--- src/rtl/func_inst_sched_pkg.sv ---
// func_inst_sched_pkg: shared types, defaults and helpers for the function-call arbiter
package func_inst_sched_pkg;
   localparam int DEF_ARG_NUM = 8;
   localparam int DEF_ARG_W   = 32;
   localparam int DEF_RET_DW  = 32;
   localparam int INST_MAX    = 8;
   typedef logic [DEF_ARG_NUM-1:0][DEF_ARG_W-1:0] arg_vec_t;
   typedef logic [DEF_RET_DW-1:0] ret_t;
   function automatic logic [2:0] first_idle_idx(input logic [INST_MAX-1:0] idle);
      first_idle_idx = '0;
      for (int i = INST_MAX - 1; i >= 0; i--)
         if (idle[i]) first_idle_idx = 3'(i);
   endfunction
endpackage

--- src/rtl/func_rr_arb.sv ---
// func_rr_arb: combinational round-robin arbiter, search starts at ptr_i
module func_rr_arb #(
   parameter int N = 4,
   parameter int W = N > 1 ? $clog2(N) : 1
) (
   input  logic [N-1:0] req_i,
   input  logic [W-1:0] ptr_i,
   output logic [N-1:0] gnt_o,
   output logic [W-1:0] idx_o
);
   // scan from the farthest slot back toward ptr_i so the nearest requester wins
   always_comb begin
      gnt_o = '0;
      idx_o = '0;
      for (int k = N - 1; k >= 0; k--) begin
         if (req_i[(int'(ptr_i) + k) % N]) begin
            gnt_o = N'(1) << ((int'(ptr_i) + k) % N);
            idx_o = W'((int'(ptr_i) + k) % N);
         end
      end
   end
endmodule

--- src/rtl/func_inst_sched.sv ---
// func_inst_sched: shares INST_NUM function instances among REQ_NUM callers with round-robin grants
module func_inst_sched
   import func_inst_sched_pkg::*;
#(
   parameter int REQ_NUM  = 4,
   parameter int INST_NUM = 2,
   parameter int ARG_NUM  = DEF_ARG_NUM,
   parameter int ARG_W    = DEF_ARG_W,
   parameter int RET_DW   = DEF_RET_DW
) (
   input  logic                                  clk,
   input  logic                                  rstn,
   input  logic [REQ_NUM-1:0]                    req_valid,
   output logic [REQ_NUM-1:0]                    req_ready,
   input  logic [REQ_NUM*ARG_NUM*ARG_W-1:0]      req_args,
   output logic [INST_NUM-1:0]                   inst_start,
   output logic [INST_NUM*ARG_NUM*ARG_W-1:0]     inst_args,
   input  logic [INST_NUM-1:0]                   inst_done,
   input  logic [INST_NUM*RET_DW-1:0]            inst_ret,
   output logic [REQ_NUM-1:0]                    rsp_valid,
   input  logic [REQ_NUM-1:0]                    rsp_ready,
   output logic [REQ_NUM*RET_DW-1:0]             rsp_data,
   output logic [INST_NUM-1:0]                   inst_busy,
   output logic                                  err_unexp_done
);
   localparam int AW = ARG_NUM * ARG_W;
   localparam int PW = REQ_NUM > 1 ? $clog2(REQ_NUM) : 1;
   localparam int IW = INST_NUM > 1 ? $clog2(INST_NUM) : 1;

   logic [REQ_NUM-1:0]                 pend_q, rsp_valid_q, arb_req;
   logic [PW-1:0]                      rr_q, gnt_idx;
   logic [INST_NUM-1:0]                busy_q, start_q;
   logic [INST_NUM-1:0][PW-1:0]        owner_q;
   logic [INST_NUM*AW-1:0]             args_q;
   logic [REQ_NUM*RET_DW-1:0]          rsp_data_q;
   logic                               err_q;
   logic [IW-1:0]                      idle_idx;

   // callers compete only while some instance is free; nothing is granted in reset
   assign arb_req  = (rstn && !(&busy_q)) ? (req_valid & ~pend_q) : '0;
   assign idle_idx = IW'(first_idle_idx(INST_MAX'(~busy_q)));

   func_rr_arb #(.N(REQ_NUM), .W(PW)) u_arb (
      .req_i (arb_req),
      .ptr_i (rr_q),
      .gnt_o (req_ready),
      .idx_o (gnt_idx)
   );

   // dispatch, completion routing and response handshake; the paths touch disjoint bits
   always_ff @(posedge clk or negedge rstn) begin
      if (!rstn) begin
         pend_q      <= '0;
         rsp_valid_q <= '0;
         rr_q        <= '0;
         busy_q      <= '0;
         start_q     <= '0;
         owner_q     <= '0;
         args_q      <= '0;
         rsp_data_q  <= '0;
         err_q       <= 1'b0;
      end else begin
         start_q <= '0;
         if (|req_ready) begin
            rr_q                          <= (gnt_idx == PW'(REQ_NUM - 1)) ? '0 : gnt_idx + 1'b1;
            pend_q[gnt_idx]               <= 1'b1;
            start_q[idle_idx]             <= 1'b1;
            busy_q[idle_idx]              <= 1'b1;
            owner_q[idle_idx]             <= gnt_idx;
            args_q[idle_idx*AW +: AW]     <= req_args[gnt_idx*AW +: AW];
         end
         for (int i = 0; i < INST_NUM; i++) begin
            if (inst_done[i] && busy_q[i]) begin
               rsp_data_q[owner_q[i]*RET_DW +: RET_DW] <= inst_ret[i*RET_DW +: RET_DW];
               rsp_valid_q[owner_q[i]]                 <= 1'b1;
               busy_q[i]                               <= 1'b0;
            end else if (inst_done[i]) begin
               err_q <= 1'b1;
            end
         end
         for (int r = 0; r < REQ_NUM; r++) begin
            if (rsp_valid_q[r] && rsp_ready[r]) begin
               rsp_valid_q[r] <= 1'b0;
               pend_q[r]      <= 1'b0;
            end
         end
      end
   end

   assign inst_start     = start_q;
   assign inst_args      = args_q;
   assign inst_busy      = busy_q;
   assign rsp_valid      = rsp_valid_q;
   assign rsp_data       = rsp_data_q;
   assign err_unexp_done = err_q;
endmodule
--- config.mk ---
export PLATFORM = sky130hd
export DESIGN_NAME = func_inst_sched
export DESIGN_NICKNAME = d
export VERILOG_FILES = /design/src/rtl/func_inst_sched_pkg.sv /design/src/rtl/func_rr_arb.sv /design/src/rtl/func_inst_sched.sv
export SDC_FILE = /design/constraint.sdc
export NUM_CORES = 2
export LEC_CHECK = 0
export ABC_AREA = 0
export CORE_AREA = 2 2 689 691
export DETAILED_ROUTE_END_ITERATION = 10
export DIE_AREA = 0 0 691 693
export PLACE_DENSITY_LB_ADDON = 0.3
export SLEW_MARGIN = 5
export SYNTH_ARGS = -nofsm -noshare
export SYNTH_HDL_FRONTEND = slang
export SYNTH_SLANG_ARGS = --single-unit
--- constraint.sdc ---
create_clock -name clk -period 6.7 [get_ports clk]
set_input_delay 1.34 -clock clk [delete_from_list [all_inputs] [get_ports clk]]
set_output_delay 1.34 -clock clk [all_outputs]
set_load 0.05 [all_outputs]
==> out/qor.yml <==
run_status: "completed"
swShare_pct: 51.2
synth_area_mm2: 0.0351
drive_gt1_share_pct: 11.8
htreeDepth: 3
area_growth_pct: 82.5
vias: 33300
wl_per_cell_um: 34.1
path_buf_inv: 5
max_cap_viol_count: 0
finalMaxSlewViolations: 0
cts_hold_buf: 0
postSynthCellCount: 2680
numCtsBuffers: 94
row_count: 253
wirelength_um: 371000
grt_pass1_vias: 33600
regArea_mm2: 0.0165
ios: 1753
tightest_slew_ns: 1.07
p_clk_share_pct: 13.4
place.gp.congestion: 0.918
p_comb_share_pct: 66.1
synth_ff_type: "dfrtp_1"
cts-root-buf: "clkbuf_16"
syn_nets: 3803
drc: 0
arrival_ns: 6.44
clock_skew_ns: 0.0787
p_leak_nw: 23.4
grt_util_all_layers_pct: 14.9
core_area_mm2: 0.472
relSlewSlack_pct: 28.1
synth_edf_count: 0
ys_warn_count: 0
critPathRequiredTime_ns: 7.37
criticalPathCategory: "reg -> reg"
power.switching_mw: 18.9
vias_per_cell: 3.07
postCtsResizedCells: 0
grt_max_degree: 153
path_cells: "inv_1 -> ha_1 -> and4b_1 -> or4_1 -> a31oi_1 -> o21ai_1 -> o31a_1 -> inv_8 -> buf_4 -> buf_12 -> mux2i_1 -> mux2i_1 -> buf_4 -> mux2_1"
post-route-period-util_pct: 86.1
dp_cells: 10700
synth_cell_types: 44
die_h_um: 693
cts-root-to-sink-buffers: 4
max_freq_ghz: 0.173
crit_fanout: 52
gr-total-overflow: 0
postCtsSetupRepairBufs: 0
synth_seq_cells: 659
setup_tns_ns: 0
initial_core_util_pct: 7.43
r2r_setup_slack_ns: 0.93
peakVddDrop_mv: 0.580
intPower_mw: 18.0
synth_seq_area_share_pct: 47.0
drt_iter0_drc: 2565
fill_cells: 53100
multi_input_area_mm2: 0.0174
whs_ns: 0.423
synth_area_per_cell_um2: 13.1
layout.nets: 5632
worstHoldPathType: "in -> async"
antenna_found_initial: 366
final_cells: 10900
slowest_stage: "dfrtp_1"
cpPeakStageDelay_ns: 0.72
drt-pass1-iter-count: 5
critPathTopFamily: "buffers and inverters"
port_buffers: 1752
sequentialPowerShare_pct: 20.5
dieWidth_um: 691
cts_tree: "done"
dpl.hpwl_um: 325000
cp-start-kind: "flip-flop"
finalSetupViolations: 0
p_per_area_mw_per_mm2: 575
grt_setup_unrepaired: "no"
numClockSinks: 659
ant_nets: 0
hold_viol_final: 0
endpoint_kind: "flip-flop"
min_period_ns: 5.77
grt_pass1_wl_um: 450000
async_flop_share_pct: 100
die_area_mm2: 0.479
worstSkewPairLatency_ns: 0.84
clkSlewWorstSetupHoldPaths_ns: 0.07
[area by class of cell]
| cell class | count | area share, % |
|---|---|---|
| diodes | 46 | 0.180 |
| clock buffers | 133 | 4.10 |
| well taps | 6247 | 12.2 |
| flip-flops and latches | 659 | 25.7 |
| repair buffers | 1934 | 30.1 |
| multi-input cells | 1807 | 27.2 |
| inverters | 13 | 0.123 |
| clock inverters | 23 | 0.373 |
[metrics by stage]
step                utilization, %  setup slack, ns  area [µm²]  total power, mW
floorplan                        -             1.98       35100             22.1
global placement              12.9           0.0341       61000             32.1
detailed placement            12.9            0.426       61100             32.3
CTS                           13.5            0.639       63900             37.5
global route                  13.5            0.535       64000             38.4
finish                        13.6            0.934       64100             36.8
[per-layer routing]
| metal | up-vias | share of wire (%) | track usage, % |
|---|---|---|---|
| li1 | 13600 | - | - |
| met1 | 16800 | 43 | 19.2 |
| met2 | 2198 | 46 | 24.8 |
| met3 | 693 | 7.5 | 4.15 |
| met4 | 90 | 2.9 | 3.11 |
| met5 | - | 0.16 | 0 |
[synth_stat cells (all sizes together), types with 3 or more instances]
cell / n / area [µm²]
a21oi: 18 / 90.1
a22oi: 128 / 961
a31oi: 8 / 56.3
a32oi: 4 / 35.0
and3: 7 / 43.8
buf: 140 / 1010
clkbuf: 61 / 229
dfrtp: 659 / 16500
ha: 23 / 288
inv: 13 / 48.8
mux2: 513 / 6490
mux2i: 773 / 7740
nand2: 137 / 514
nand2b: 5 / 31.3
nor2: 15 / 56.3
nor2b: 3 / 18.8
nor4: 4 / 25.0
nor4b: 3 / 26.3
o21ai: 138 / 691
[path summary, 6_finish.rpt]
| path | start | end | depth (start not counted) |
|---|---|---|---|
| setup reg to reg | rr_q[0]$_DFFE_PN0P_ | inst_args[34]$_DFFE_PN0P_ | 14 |
| hold / removal | rstn | rsp_data[10]$_DFF_PN0_ | 1 |
| hold reg to reg | inst_args[250]$_DFFE_PN0P_ | inst_args[250]$_DFFE_PN0P_ | 1 |
| max in group asynchronous | rstn | inst_args[259]$_DFFE_PN0P_ | 5 |
| min in group clk | inst_args[250]$_DFFE_PN0P_ | inst_args[250]$_DFFE_PN0P_ | 1 |
| setup / recovery | rr_q[0]$_DFFE_PN0P_ | inst_args[34]$_DFFE_PN0P_ | 14 |
[placed cells by master (no fill, tap or decap), types with 26 or more instances in the layout]
cell | synthesis | layout
mux2_1 | 322 | 322
clkbuf_16 | 0 | 94
buf_4 | 3 | 160
clkbuf_1 | 61 | 26
o21ai_0 | 135 | 135
buf_12 | 0 | 28
dfrtp_1 | 659 | 659
diode_2 | 0 | 46
a22oi_1 | 128 | 128
clkdlybuf4s50_1 | 0 | 1744
mux2_4 | 190 | 190
nand2_1 | 137 | 134
mux2i_1 | 773 | 763
[power groups by stage]
stage / registers [mW] / clock network (mW) / logic (mW)
detailed placement: 7.58 / 0 / 24.7
global route: 7.75 / 5.26 / 25.4
finish: 7.55 / 4.92 / 24.3
CTS: 7.55 / 5.15 / 24.8
floorplan: 13.5 / 0 / 8.64
global placement: 7.54 / 0 / 24.6
[kinds of logic after synthesis]
| logic type | Yosys count | synth area share (%) |
|---|---|---|
| mux | 1286 | 40.5 |
| buf+inv | 214 | 3.66 |
| compound gates | 313 | 5.72 |
| flops | 659 | 47.0 |
| simple gates | 185 | 2.29 |
| fa+ha+maj | 23 | 0.820 |
[flip-flops by register name (all words and copies together), names as in the netlist]
| signal | count |
|---|---|
| inst_busy | 2 |
| inst_start | 2 |
| rsp_data | 128 |
| rsp_valid | 4 |
| err_unexp_done | 1 |
| rr_q | 2 |
| owner_q | 4 |
| inst_args | 512 |
| pend_q | 4 |
Power figures use the tool's default switching activity.
